--- config.mk ---
export PLATFORM = sky130hd
export DESIGN_NAME = sram_port_arbiter
export DESIGN_NICKNAME = d
export VERILOG_FILES = /design/src/rtl/sram_port_arbiter.sv
export SDC_FILE = /design/constraint.sdc
export NUM_CORES = 1
export LEC_CHECK = 0
export CORE_AREA = 2 2 135 137
export DETAILED_ROUTE_END_ITERATION = 16
export DIE_AREA = 0 0 137 139
export GPL_ROUTABILITY_DRIVEN = 0
export GPL_TIMING_DRIVEN = 0
export PLACE_DENSITY_LB_ADDON = 0.1
export SYNTH_ARGS = -nofsm -noshare
export SYNTH_HDL_FRONTEND = slang
export SYNTH_SLANG_ARGS = --single-unit
export TNS_END_PERCENT = 20
--- constraint.sdc ---
create_clock -name clk -period 4.45 [get_ports clk]
set_input_delay 0.445 -clock clk [delete_from_list [all_inputs] [get_ports clk]]
set_output_delay 0.445 -clock clk [all_outputs]
set_load 0.03 [all_outputs]
--- src/rtl/sram_port_arbiter.sv ---
// Two-port round-robin front end for the 16-bit SRAM controller: latches one
// 32-bit request, holds the controller enables until Ready (or a watchdog abort), then acks.
module sram_port_arbiter #(
    parameter int ADDR_W  = 32,
    parameter int DATA_W  = 32,
    parameter int TIMEOUT = 16
) (
    input  logic              clk,
    input  logic              rst,
    input  logic              p0_req,
    input  logic              p0_we,
    input  logic [ADDR_W-1:0] p0_addr,
    input  logic [DATA_W-1:0] p0_wdata,
    output logic              p0_ack,
    output logic              p0_err,
    output logic [DATA_W-1:0] p0_rdata,
    input  logic              p1_req,
    input  logic              p1_we,
    input  logic [ADDR_W-1:0] p1_addr,
    input  logic [DATA_W-1:0] p1_wdata,
    output logic              p1_ack,
    output logic              p1_err,
    output logic [DATA_W-1:0] p1_rdata,
    output logic              mem_w_en,
    output logic              mem_r_en,
    output logic [ADDR_W-1:0] mem_addr,
    output logic [DATA_W-1:0] mem_wdata,
    input  logic [DATA_W-1:0] mem_rdata,
    input  logic              mem_ready,
    output logic              busy,
    output logic [1:0]        grant
);

    localparam int CNT_W = $clog2(TIMEOUT) + 1;
    localparam logic [CNT_W-1:0] CNT_LAST = CNT_W'(TIMEOUT - 1);

    typedef enum logic [1:0] {
        S_IDLE   = 2'd0,
        S_ACCESS = 2'd1,
        S_ACK    = 2'd2
    } state_t;

    state_t             state_q, state_d;
    logic               last_q, last_d;
    logic               owner_q, owner_d;
    logic               we_q, we_d;
    logic [ADDR_W-1:0]  addr_q, addr_d;
    logic [DATA_W-1:0]  wdata_q, wdata_d;
    logic [CNT_W-1:0]   cnt_q, cnt_d;
    logic               err_q, err_d;
    logic [DATA_W-1:0]  rdata0_q, rdata0_d;
    logic [DATA_W-1:0]  rdata1_q, rdata1_d;

    logic               any_req;
    logic               win;
    logic               in_access;
    logic               in_ack;

    // On a tie the port that did not own the previous transfer wins.
    assign any_req = p0_req | p1_req;
    assign win     = (p0_req & p1_req) ? ~last_q : p1_req;

    always_ff @(posedge clk or posedge rst) begin
        if (rst) begin
            state_q  <= S_IDLE;
            last_q   <= 1'b1;
            owner_q  <= 1'b0;
            we_q     <= 1'b0;
            addr_q   <= '0;
            wdata_q  <= '0;
            cnt_q    <= '0;
            err_q    <= 1'b0;
            rdata0_q <= '0;
            rdata1_q <= '0;
        end else begin
            state_q  <= state_d;
            last_q   <= last_d;
            owner_q  <= owner_d;
            we_q     <= we_d;
            addr_q   <= addr_d;
            wdata_q  <= wdata_d;
            cnt_q    <= cnt_d;
            err_q    <= err_d;
            rdata0_q <= rdata0_d;
            rdata1_q <= rdata1_d;
        end
    end

    always_comb begin
        state_d  = state_q;
        last_d   = last_q;
        owner_d  = owner_q;
        we_d     = we_q;
        addr_d   = addr_q;
        wdata_d  = wdata_q;
        cnt_d    = cnt_q;
        err_d    = err_q;
        rdata0_d = rdata0_q;
        rdata1_d = rdata1_q;

        case (state_q)
            S_IDLE: begin
                if (any_req) begin
                    owner_d = win;
                    we_d    = win ? p1_we    : p0_we;
                    addr_d  = win ? p1_addr  : p0_addr;
                    wdata_d = win ? p1_wdata : p0_wdata;
                    cnt_d   = '0;
                    err_d   = 1'b0;
                    state_d = S_ACCESS;
                end
            end
            S_ACCESS: begin
                cnt_d = cnt_q + CNT_W'(1);
                // Ready beats the watchdog when both land in the same cycle.
                if (mem_ready) begin
                    if (owner_q) rdata1_d = mem_rdata;
                    else         rdata0_d = mem_rdata;
                    err_d   = 1'b0;
                    state_d = S_ACK;
                end else if (cnt_q == CNT_LAST) begin
                    if (owner_q) rdata1_d = '0;
                    else         rdata0_d = '0;
                    err_d   = 1'b1;
                    state_d = S_ACK;
                end
            end
            S_ACK: begin
                last_d  = owner_q;
                state_d = S_IDLE;
            end
            default: begin
                state_d = S_IDLE;
            end
        endcase
    end

    assign in_access = (state_q == S_ACCESS);
    assign in_ack    = (state_q == S_ACK);

    // Enables drop in ACK so the controller settles back to idle before the next transfer.
    assign mem_w_en  = in_access & we_q;
    assign mem_r_en  = in_access & ~we_q;
    assign mem_addr  = addr_q;
    assign mem_wdata = wdata_q;

    assign busy      = (state_q != S_IDLE);
    assign grant     = busy ? {owner_q, ~owner_q} : 2'b00;

    assign p0_ack    = in_ack & ~owner_q;
    assign p1_ack    = in_ack & owner_q;
    assign p0_err    = p0_ack & err_q;
    assign p1_err    = p1_ack & err_q;
    assign p0_rdata  = rdata0_q;
    assign p1_rdata  = rdata1_q;

endmodule

### Yosys cells after proc, flatten, opt, wreduce, memory -nomap -nowiden

Index checks and enable logic that the tools add are counted.

* $add $sub $neg: 1
* equal/unequal tests: 5
* multiplexer cells: 23
* bitwise operators: 11
* reductions and logical operators: 10

Operator list (number)
* $mux 32: 10
* $pmux 5 s2: 1
* $reduce_and 3->1: 3
* $mux 2: 4
* $and 1x1->1: 7
* $reduce_and 2->1: 3
* $reduce_bool 2->1: 3
* $add 5x1->5 const B: 1
* $eq 5x4->1 const B: 1
* $mux 1: 5
* $mux 5: 1
* $pmux 2 s2: 1
* $ne 3x2->1 const B: 1
* $not 1->1: 3
* $eq 2x1->1 const B: 1
* $eq 2x2->1 const B: 1
* $logic_not 2->1: 1
* $ne 2x2->1 const B: 1
* $pmux 1 s2: 1
* $or 1x1->1: 1

* flip-flop bits (word level): 139
* input port bits: 167
* output and inout port bits: 137
* logic and storage cells: 60

### Longest topological paths before layout

Gate-level depths: netlist (run 1).

* depth in word-level cells: 4
* gate-level depth with buffers: 8
* gate-level depth less buffers: 6

### Worst setup path before layout (run 1)

OpenSTA, ideal clock, no wires.

* path type: register to register
* start point: register cnt_q[0]
* end point: register rdata1_q[0], in the netlist p1_rdata[0]
* setup time: 0.125 ns
* data arrival time: 1.884 ns
* data required time: 4.325 ns
* setup slack: 2.441 ns
* cell stages (with the launch flop): 9
* buffers on the path: 2
* period minus slack after synthesis: 2.009 ns
* cell sequence: dfrtp_1 -> ha_1 -> and3_1 -> ha_1 -> nor2_1 -> or3_1 -> buf_2 -> buf_6 -> mux2_4

* cells in the longest elaborated chain, start to end: 3

RTL lines
* start: declaration: RTL line 49 `logic [CNT_W-1:0] cnt_q, cnt_d;`
* start signal: assignment: RTL line 82 `cnt_q <= cnt_d;`
* $eq 5x4->1: RTL line 121 `end else if (cnt_q == CNT_LAST) begin`
* $reduce_bool 2->1 (no line)
* $reduce_and 3->1 (no line)
* end signal: assignment: RTL line 85 `rdata1_q <= rdata1_d;`
* end: declaration: RTL line 52 `logic [DATA_W-1:0] rdata1_q, rdata1_d;`

Every way passes these cells.
A chain may end at the register's enable or synchronous reset.

### Final worst setup path (run 1)

* start point: register state_q[1]
* end point: output mem_w_en

* cells in the longest elaborated chain, start to end: 2

RTL lines
* start: declaration: RTL line 43 `state_t state_q, state_d;`
* start signal: assignment: RTL line 76 `state_q <= state_d;`
* $eq 2x1->1: RTL line 138 `assign in_access = (state_q == S_ACCESS);`
* $and 1x1->1: RTL line 142 `assign mem_w_en = in_access & we_q;`
* end: declaration: RTL line 24 `output logic mem_w_en,`

Every way passes these cells.

==> results of run 1 <==
==> area by class of cell <==
class | instances | share of cell area
Buffer | 25 | 0.0138
Clock buffer | 18 | 0.0425
Clock inverter | 14 | 0.0154
Inverter | 6 | 0.00266
Multi-Input combinational cell | 267 | 0.265
Sequential cell | 139 | 0.337
Tap cell | 229 | 0.0277
Timing Repair Buffer | 304 | 0.296
==> synthesized netlist by cell type, drive strengths merged <==
cell type / count
or3: 1
nand2b: 2
mux2: 194
dfstp: 1
inv: 6
a31oi: 1
a21oi: 2
nor2b: 1
buf: 19
o21ai: 2
xor2: 1
nand2: 5
o22ai: 4
nor2: 8
ha: 2
a21o: 2
and3: 2
and2: 33
nand3: 1
mux2i: 1
dfrtp: 138
clkbuf: 6
a21bo: 1
nor3: 4
==> routing by layer <==
layer,GRT usage,wire length [µm],vias to the layer above
met5,0,0,-
met4,0.0646,319,0
met3,0.0614,1370,26
met2,0.333,9050,171
met1,0.209,6750,2347
li1,-,-,2187
==> cell usage in the layout (no fill, tap or decap), drive strengths merged, types with 2 or more instances in the layout <==
cell type / synthesis / final
bufinv: 0 / 2
nand2: 5 / 5
a21oi: 2 / 2
ha: 2 / 2
nand2b: 2 / 2
a21o: 2 / 2
dfrtp: 138 / 138
o22ai: 4 / 4
inv: 6 / 12
and2: 33 / 33
nor2: 8 / 8
nor3: 4 / 4
buf: 19 / 20
o21ai: 2 / 2
and3: 2 / 2
clkdlybuf4s50: 0 / 303
clkbuf: 6 / 24
mux2: 194 / 194
clkinvlp: 0 / 5
==> per-stage QoR <==
stage	util	setup slack [ns]	TNS (ns)	instance area, µm²
CTS	0.585	1.84	0	10300
floorplan	-	0.282	0	6380
global placement	0.550	-1.77	-242.54	9700
detailed placement	0.551	1.50	0	9740
global route	0.585	1.71	0	10300
finish	0.585	1.86	0	10300
==> power breakdown <==
part	total, W	internal, W	leakage (nW)	switching [W]
logic	0.00379	0.00184	2.42	0.00196
clock network	0.00143	0.000851	0.277	0.000576
registers	0.00214	0.00183	1.71	0.000301
==> logic make-up after synthesis <==
| family | Yosys count | synth area share |
|---|---|---|
| compound gates | 12 | 0.0120 |
| buf+inv | 31 | 0.0259 |
| xor+xnor | 1 | 0.00137 |
| fa+ha+maj | 2 | 0.00392 |
| simple gates | 57 | 0.0506 |
| flops | 139 | 0.545 |
| mux | 195 | 0.361 |
==> worst register-to-register path, stage by stage (launching register included) <==
cell,delay (ns)
sky130_fd_sc_hd__dfrtp_1,0.44
sky130_fd_sc_hd__nor3_1,0.89
sky130_fd_sc_hd__clkbuf_1,0.56
sky130_fd_sc_hd__mux2_2,0.41
==> sequential cells by signal (all words and copies together) (netlist names) <==
register / flops
p1_rdata: 32
p0_rdata: 32
last_q: 1
err_q: 1
we_q: 1
mem_wdata: 32
owner_q: 1
cnt_q: 5
mem_addr: 32
state_q: 2
==> how the worst max path moves through the flow <==
stage                                 from                        to
floorplan                              rst      cnt_q[0]$_DFFE_PP0P_
global placement                       rst  mem_addr[10]$_DFFE_PP0P_
detailed placement                  p0_req  mem_wdata[0]$_DFFE_PP0P_
CTS                 state_q[1]$_DFFE_PP0P_                  mem_w_en
global route        state_q[1]$_DFFE_PP0P_                  mem_w_en
finish              state_q[1]$_DFFE_PP0P_                  mem_w_en
==> qor.json, run 1 <==
{
  "tritoncts": {"value": "built"},
  "rrSetupSlack": {"value": 2.04, "unit": "ns"},
  "holdWs": {"value": 0.432, "unit": "ns"},
  "cts_buffer_depth": {"value": 2},
  "detail_route.wirelength": {"value": 17500, "unit": "µm"},
  "clk_root_buffer_cell": {"value": "sky130_fd_sc_hd__clkbuf_16"},
  "portBuffers": {"value": 303},
  "drt_pre_antenna_iters": {"value": 4},
  "synth.avg_cell_area": {"value": 14.6, "unit": "µm²"},
  "synth_top_cells_by_area": {"value": "sky130_fd_sc_hd__dfrtp_1 (54%), sky130_fd_sc_hd__mux2_2 (29%), sky130_fd_sc_hd__mux2_4 (7.1%), sky130_fd_sc_hd__and2_1 (3.2%), sky130_fd_sc_hd__buf_2 (1.2%)"},
  "cp.buffers_inverters": {"value": 1},
  "tightest_slew": {"value": 1.09, "unit": "ns"},
  "multi_input_comb_area": {"value": 0.00274, "unit": "mm²"},
  "place.detailed.hpwl": {"value": 13400, "unit": "µm"},
  "final.setup_skew": {"value": 0.00853, "unit": "ns"},
  "tightest_hold_check_type": {"value": "in -> async"},
  "cts-resized-gates": {"value": 0},
  "report.final.hold_viol_count": {"value": 0},
  "floorplan.initialDensity": {"value": 0.362},
  "fill_cells": {"value": 1459},
  "yosysSeqAreaShare": {"value": 0.545},
  "critical_path.endpoint_type": {"value": "primary output"},
  "min_period": {"value": 2.59, "unit": "ns"},
  "remaining_drc_errors": {"value": 0},
  "slew_headroom": {"value": 0.270},
  "critical_path.max_fanout": {"value": 7},
  "numPlacedInstances": {"value": 970},
  "syn-instance-count": {"value": 437},
  "required": {"value": 4.01, "unit": "ns"},
  "io_pins": {"value": 304},
  "rsz0062_at_grt": {"value": "false"},
  "grt_first_pass_wirelength": {"value": 27300, "unit": "µm"},
  "antenna_found_initial": {"value": 0},
  "largest_stage_delay_on_the_critical_path": {"value": 0.70, "unit": "ns"},
  "clock_latency": {"value": 0.42, "unit": "ns"},
  "critPathSlowestCell": {"value": "sky130_fd_sc_hd__clkdlybuf4s50_1"},
  "cts-buffers-inserted": {"value": 17},
  "grt_start_max_net_pins": {"value": 94},
  "start_kind": {"value": "flop"},
  "final_nets": {"value": 929},
  "leakage": {"value": 4.41, "unit": "nW"},
  "yosys.cell_types.count": {"value": 28},
  "route.detailed.wl_per_inst": {"value": 17.4, "unit": "µm"},
  "fmax": {"value": 386, "unit": "MHz"},
  "number_of_drc_markers_after_the_initial_detailed_route_iteration": {"value": 95},
  "syn-num-nets": {"value": 606},
  "avgViaCountPerCell": {"value": 4.72},
  "timing.setup.critical_path_class": {"value": "reg -> out"},
  "r2r_startpoint": {"value": "state_q[1]$_DFFE_PP0P_"},
  "path_clk_slew": {"value": 0.07, "unit": "ns"},
  "grt_usage": {"value": 0.188},
  "num_vias": {"value": 4731},
  "synth.yosys.warnings": {"value": 0},
  "fin_cells": {"value": 1002},
  "post_cts_setup_inserts": {"value": 0},
  "finalCritPeriodShare": {"value": 0.582},
  "power_per_cell_area": {"value": 712, "unit": "mW/mm²"},
  "max_slew_violation_count": {"value": 0},
  "max-cap-violations": {"value": 0},
  "yosysTopAreaCellShare": {"value": 0.541},
  "grt_overflow_total": {"value": 0},
  "run_status": {"value": "completed"},
  "cts_hold_buffers": {"value": 0},
  "rows": {"value": 49},
  "worstPathArrival": {"value": 2.14, "unit": "ns"},
  "peakVddDrop": {"value": 0.000384, "unit": "V"},
  "synth_area_leader_cell": {"value": "sky130_fd_sc_hd__dfrtp_1"},
  "cp.depth": {"value": 3},
  "dieWidth": {"value": 137, "unit": "µm"},
  "first_global_vias": {"value": 5165},
  "total_power": {"value": 0.00736, "unit": "W"},
  "core_area": {"value": 0.0177, "unit": "mm²"},
  "timing.rr.end": {"value": "mem_wdata[0]$_DFFE_PP0P_"},
  "netlist_area": {"value": 0.00638, "unit": "mm²"},
  "final_count_of_negative_setup_slack_endpoints": {"value": 0},
  "drive_gt1_frac": {"value": 0.321},
  "ant_cells": {"value": 0},
  "rr_worst_depth": {"value": 3},
  "critPathTopFamily": {"value": "buffers and inverters"},
  "critical_path.cell_chain": {"value": "nor2b_1 -> and2_1 -> clkdlybuf4s50_1"},
  "htree_levels": {"value": 4},
  "numClockSinks": {"value": 139},
  "final-seq-area": {"value": 0.00348, "unit": "mm²"},
  "chipHeight": {"value": 139, "unit": "µm"},
  "post_synthesis_register_bit_count": {"value": 139},
  "floorplan.die_area": {"value": 0.0190, "unit": "mm²"},
  "flow.area_growth_from_synthesis": {"value": 61.9, "unit": "%"},
  "detail-route-antenna-nets": {"value": 0}
}
Note: power is estimated with default switching activity, not from simulation.
==> inputs of run 2 (changes only) <==
==> constraint.sdc (replaced) <==
create_clock -name clk -period 2.26 [get_ports clk]
set_input_delay 0.226 -clock clk [delete_from_list [all_inputs] [get_ports clk]]
set_output_delay 0.226 -clock clk [all_outputs]
set_load 0.03 [all_outputs]
==> run 2 against run 1 <==
Sequential cell count stayed put; setup slack worse by 1.8 ns; cell area is 0.68% higher; largest power group unchanged.
==> qor.json, run 2 (synthesized netlist as in run 1, its figures left out) <==
{
  "cts_hold_buffers": {"value": 0, "change": "unchanged"},
  "rows": {"value": 49, "change": "unchanged"},
  "critical_path.endpoint_type": {"value": "flop", "change": "was primary output"},
  "critical_path.cell_chain": {"value": "ha_1 -> and3_1 -> ha_1 -> nor2_2 -> or3_1 -> buf_2 -> buf_6 -> mux2_4", "change": "was nor2b_1 -> and2_1 -> clkdlybuf4s50_1"},
  "final_cell_mix": {"value": "sky130_fd_sc_hd__clkdlybuf4s50_1 (299), sky130_fd_sc_hd__mux2_2 (162), sky130_fd_sc_hd__dfrtp_1 (138)", "change": "was sky130_fd_sc_hd__clkdlybuf4s50_1 (303), sky130_fd_sc_hd__mux2_2 (162), sky130_fd_sc_hd__dfrtp_1 (138)"},
  "fmax": {"value": 460, "unit": "MHz"},
  "sequential_group_share_of_total_power": {"value": 0.291, "change": "was 0.290"},
  "floorplan.initialDensity": {"value": 0.362, "change": "unchanged"},
  "critical_path.max_fanout": {"value": 10, "change": "was 7"},
  "max_slew_violation_count": {"value": 0, "change": "unchanged"},
  "multi_input_comb_area": {"value": 0.00275, "unit": "mm²", "change": "was 0.00274 mm²"},
  "post_cts_setup_inserts": {"value": 0, "change": "unchanged"},
  "floorplan.die_area": {"value": 0.0190, "unit": "mm²", "change": "unchanged"},
  "worstPathArrival": {"value": 2.46, "unit": "ns", "change": "was 2.14 ns"},
  "run_status": {"value": "completed", "change": "unchanged"},
  "drive_gt1_frac": {"value": 0.326, "change": "was 0.321"},
  "path_clk_slew": {"value": 0.06, "unit": "ns", "change": "was 0.07 ns"},
  "avgViaCountPerCell": {"value": 4.66, "change": "was 4.72"},
  "tritoncts": {"value": "built", "change": "unchanged"},
  "detail-route-antenna-nets": {"value": 0, "change": "unchanged"},
  "globalRoute.busiestLayer": {"value": "met2", "change": "unchanged"},
  "final-seq-area": {"value": 0.00348, "unit": "mm²", "change": "unchanged"},
  "combPwrFrac": {"value": 0.513, "change": "was 0.516"},
  "grt_first_pass_wirelength": {"value": 27100, "unit": "µm", "change": "was 27300 µm"},
  "grt_overflow_total": {"value": 0, "change": "unchanged"},
  "clk_root_buffer_cell": {"value": "sky130_fd_sc_hd__clkbuf_16", "change": "unchanged"},
  "cts_buffer_depth": {"value": 2, "change": "unchanged"},
  "leakage": {"value": 4.51, "unit": "nW", "change": "was 4.41 nW"},
  "tightest_slew": {"value": 0.788, "unit": "ns", "change": "was 1.09 ns"},
  "grt_met1_use": {"value": 0.204, "change": "was 0.209"},
  "mostFrequentLayoutCell": {"value": "sky130_fd_sc_hd__clkdlybuf4s50_1", "change": "unchanged"},
  "timing.setup.critical_path_class": {"value": "reg -> reg", "change": "was reg -> out"},
  "numClockSinks": {"value": 139, "change": "unchanged"},
  "fin_cells": {"value": 1005, "change": "was 1002"},
  "max-cap-violations": {"value": 0, "change": "unchanged"},
  "total_power": {"value": 0.0145, "unit": "W", "change": "was 0.00736 W"},
  "final.setup_skew": {"value": 0.00979, "unit": "ns", "change": "was 0.00853 ns"},
  "core_area": {"value": 0.0177, "unit": "mm²", "change": "unchanged"},
  "first_global_vias": {"value": 5094, "change": "was 5165"},
  "place.detailed.hpwl": {"value": 13400, "unit": "µm", "change": "about the same"},
  "report.final.hold_viol_count": {"value": 0, "change": "unchanged"},
  "numPlacedInstances": {"value": 972, "change": "was 970"},
  "peakVddDrop": {"value": 0.000622, "unit": "V", "change": "was 0.000384 V"},
  "detail_route.wirelength": {"value": 17400, "unit": "µm", "change": "was 17500 µm"},
  "remaining_drc_errors": {"value": 0, "change": "unchanged"},
  "tightest_hold_check_type": {"value": "in -> async", "change": "unchanged"},
  "start_kind": {"value": "flop", "change": "unchanged"},
  "critPathTopFamily": {"value": "simple AND/OR/NAND/NOR gates", "change": "was buffers and inverters"},
  "holdWs": {"value": 0.309, "unit": "ns", "change": "was 0.432 ns"},
  "drt_pre_antenna_iters": {"value": 4, "change": "unchanged"},
  "number_of_drc_markers_after_the_initial_detailed_route_iteration": {"value": 115, "change": "was 95"},
  "htree_levels": {"value": 4, "change": "unchanged"},
  "critPathSlowestCell": {"value": "sky130_fd_sc_hd__dfrtp_1", "change": "was sky130_fd_sc_hd__clkdlybuf4s50_1"},
  "final_count_of_negative_setup_slack_endpoints": {"value": 0, "change": "unchanged"},
  "rrSetupSlack": {"value": 0.09, "unit": "ns", "change": "was 2.04 ns"},
  "largest_stage_delay_on_the_critical_path": {"value": 0.41, "unit": "ns", "change": "was 0.70 ns"},
  "flow.area_growth_from_synthesis": {"value": 63.0, "unit": "%", "change": "was 61.9%"},
  "grt_use_met2": {"value": 0.332, "change": "was 0.333"},
  "route.detailed.wl_per_inst": {"value": 17.3, "unit": "µm", "change": "was 17.4 µm"},
  "num_vias": {"value": 4686, "change": "was 4731"},
  "dieWidth": {"value": 137, "unit": "µm", "change": "unchanged"},
  "grt_start_max_net_pins": {"value": 43, "change": "was 94"},
  "final_util": {"value": 0.589, "change": "was 0.585"},
  "sw_frac_of_total": {"value": 0.384, "change": "was 0.385"},
  "path_common_cell": {"value": "sky130_fd_sc_hd__ha_1"},
  "portBuffers": {"value": 303, "change": "unchanged"},
  "io_pins": {"value": 304, "change": "unchanged"},
  "min_period": {"value": 2.17, "unit": "ns"},
  "chipHeight": {"value": 139, "unit": "µm", "change": "unchanged"},
  "gr-usage-met3": {"value": 0.0588, "change": "was 0.0614"},
  "rsz0062_at_grt": {"value": "true", "change": "was false"},
  "power_per_cell_area": {"value": 1400, "unit": "mW/mm²", "change": "was 712 mW/mm²"},
  "cts-buffers-inserted": {"value": 17, "change": "unchanged"},
  "power_report.internal_total": {"value": 0.00896, "unit": "W", "change": "was 0.00452 W"},
  "cp.buffers_inverters": {"value": 2, "change": "was 1"},
  "slew_headroom": {"value": 0.474, "change": "was 0.270"},
  "final_nets": {"value": 931, "change": "was 929"},
  "grt_usage": {"value": 0.186, "change": "was 0.188"},
  "finalCritPeriodShare": {"value": 0.961},
  "antenna_found_initial": {"value": 1, "change": "was 0"},
  "clock_latency": {"value": 0.41, "unit": "ns", "change": "was 0.42 ns"},
  "required": {"value": 2.55, "unit": "ns", "change": "was 4.01 ns"},
  "fill_cells": {"value": 1449, "change": "was 1459"},
  "power.net_switching": {"value": 0.00557, "unit": "W", "change": "was 0.00283 W"},
  "clock_power_frac": {"value": 0.196, "change": "was 0.194"}
}
-- run 2: worst register-to-register path: stages (launching register included) --
cell	delay, ns
sky130_fd_sc_hd__dfrtp_1	0.41
sky130_fd_sc_hd__ha_1	0.24
sky130_fd_sc_hd__and3_1	0.19
sky130_fd_sc_hd__ha_1	0.19
sky130_fd_sc_hd__nor2_2	0.16
sky130_fd_sc_hd__or3_1	0.13
sky130_fd_sc_hd__buf_2	0.20
sky130_fd_sc_hd__buf_6	0.22
sky130_fd_sc_hd__mux2_4	0.32
-- run 2: final timing paths --
check                                          from                       end  cells after the start
max in group asynchronous                       rst        last_q$_DFFE_PP1N_                      4
min reg2reg                p0_rdata[24]$_DFFE_PP0P_  p0_rdata[24]$_DFFE_PP0P_                      1
max                            cnt_q[0]$_DFFE_PP0P_  p1_rdata[27]$_DFFE_PP0P_                      8
min in group clk           p0_rdata[24]$_DFFE_PP0P_  p0_rdata[24]$_DFFE_PP0P_                      1
min                                             rst  p1_rdata[20]$_DFFE_PP0P_                      2
max reg2reg                    cnt_q[0]$_DFFE_PP0P_  p1_rdata[27]$_DFFE_PP0P_                      8
-- run 2: area by class of cell --
type | instances | share of cell area
flip-flops and latches | 139 | 0.334
repair buffers | 306 | 0.298
multi-input cells | 267 | 0.264
clock buffers | 19 | 0.0435
well taps | 229 | 0.0275
clock inverters | 13 | 0.0150
plain buffers | 25 | 0.0142
inverters | 6 | 0.00253
diodes | 1 | 0.000240
-- run 2: per-layer routing --
layer,share of wire,vias to the layer above
met3,0.076,18
met1,0.39,2302
li1,-,2196
met5,0,-
met4,0.018,0
met2,0.52,170
-- run 2: repair_timing --
action / in CTS / in global routing
resized for setup: 3 / 6
pin swaps: 0 / 0
endpoints found under the setup margin: 75 / 59
-- run 2: metrics by stage --
stage	TNS, ns	area, µm²	setup slack [ns]
after CTS	0	10400	0.0114
after global routing	-0.769	10400	-0.0312
after detailed placement	-23.12	9770	-0.470
final	0	10400	0.0876
after floorplan	0	6390	0.251
after global placement	-158.02	9710	-0.976
-- run 2: power groups by stage --
stage               combinational, W  clock, W  sequential, W
floorplan                    0.00235         0        0.00627
CTS                          0.00757   0.00292        0.00424
global placement             0.00744         0        0.00421
global route                 0.00786   0.00303        0.00438
finish                       0.00746   0.00285        0.00423
detailed placement           0.00754         0        0.00426
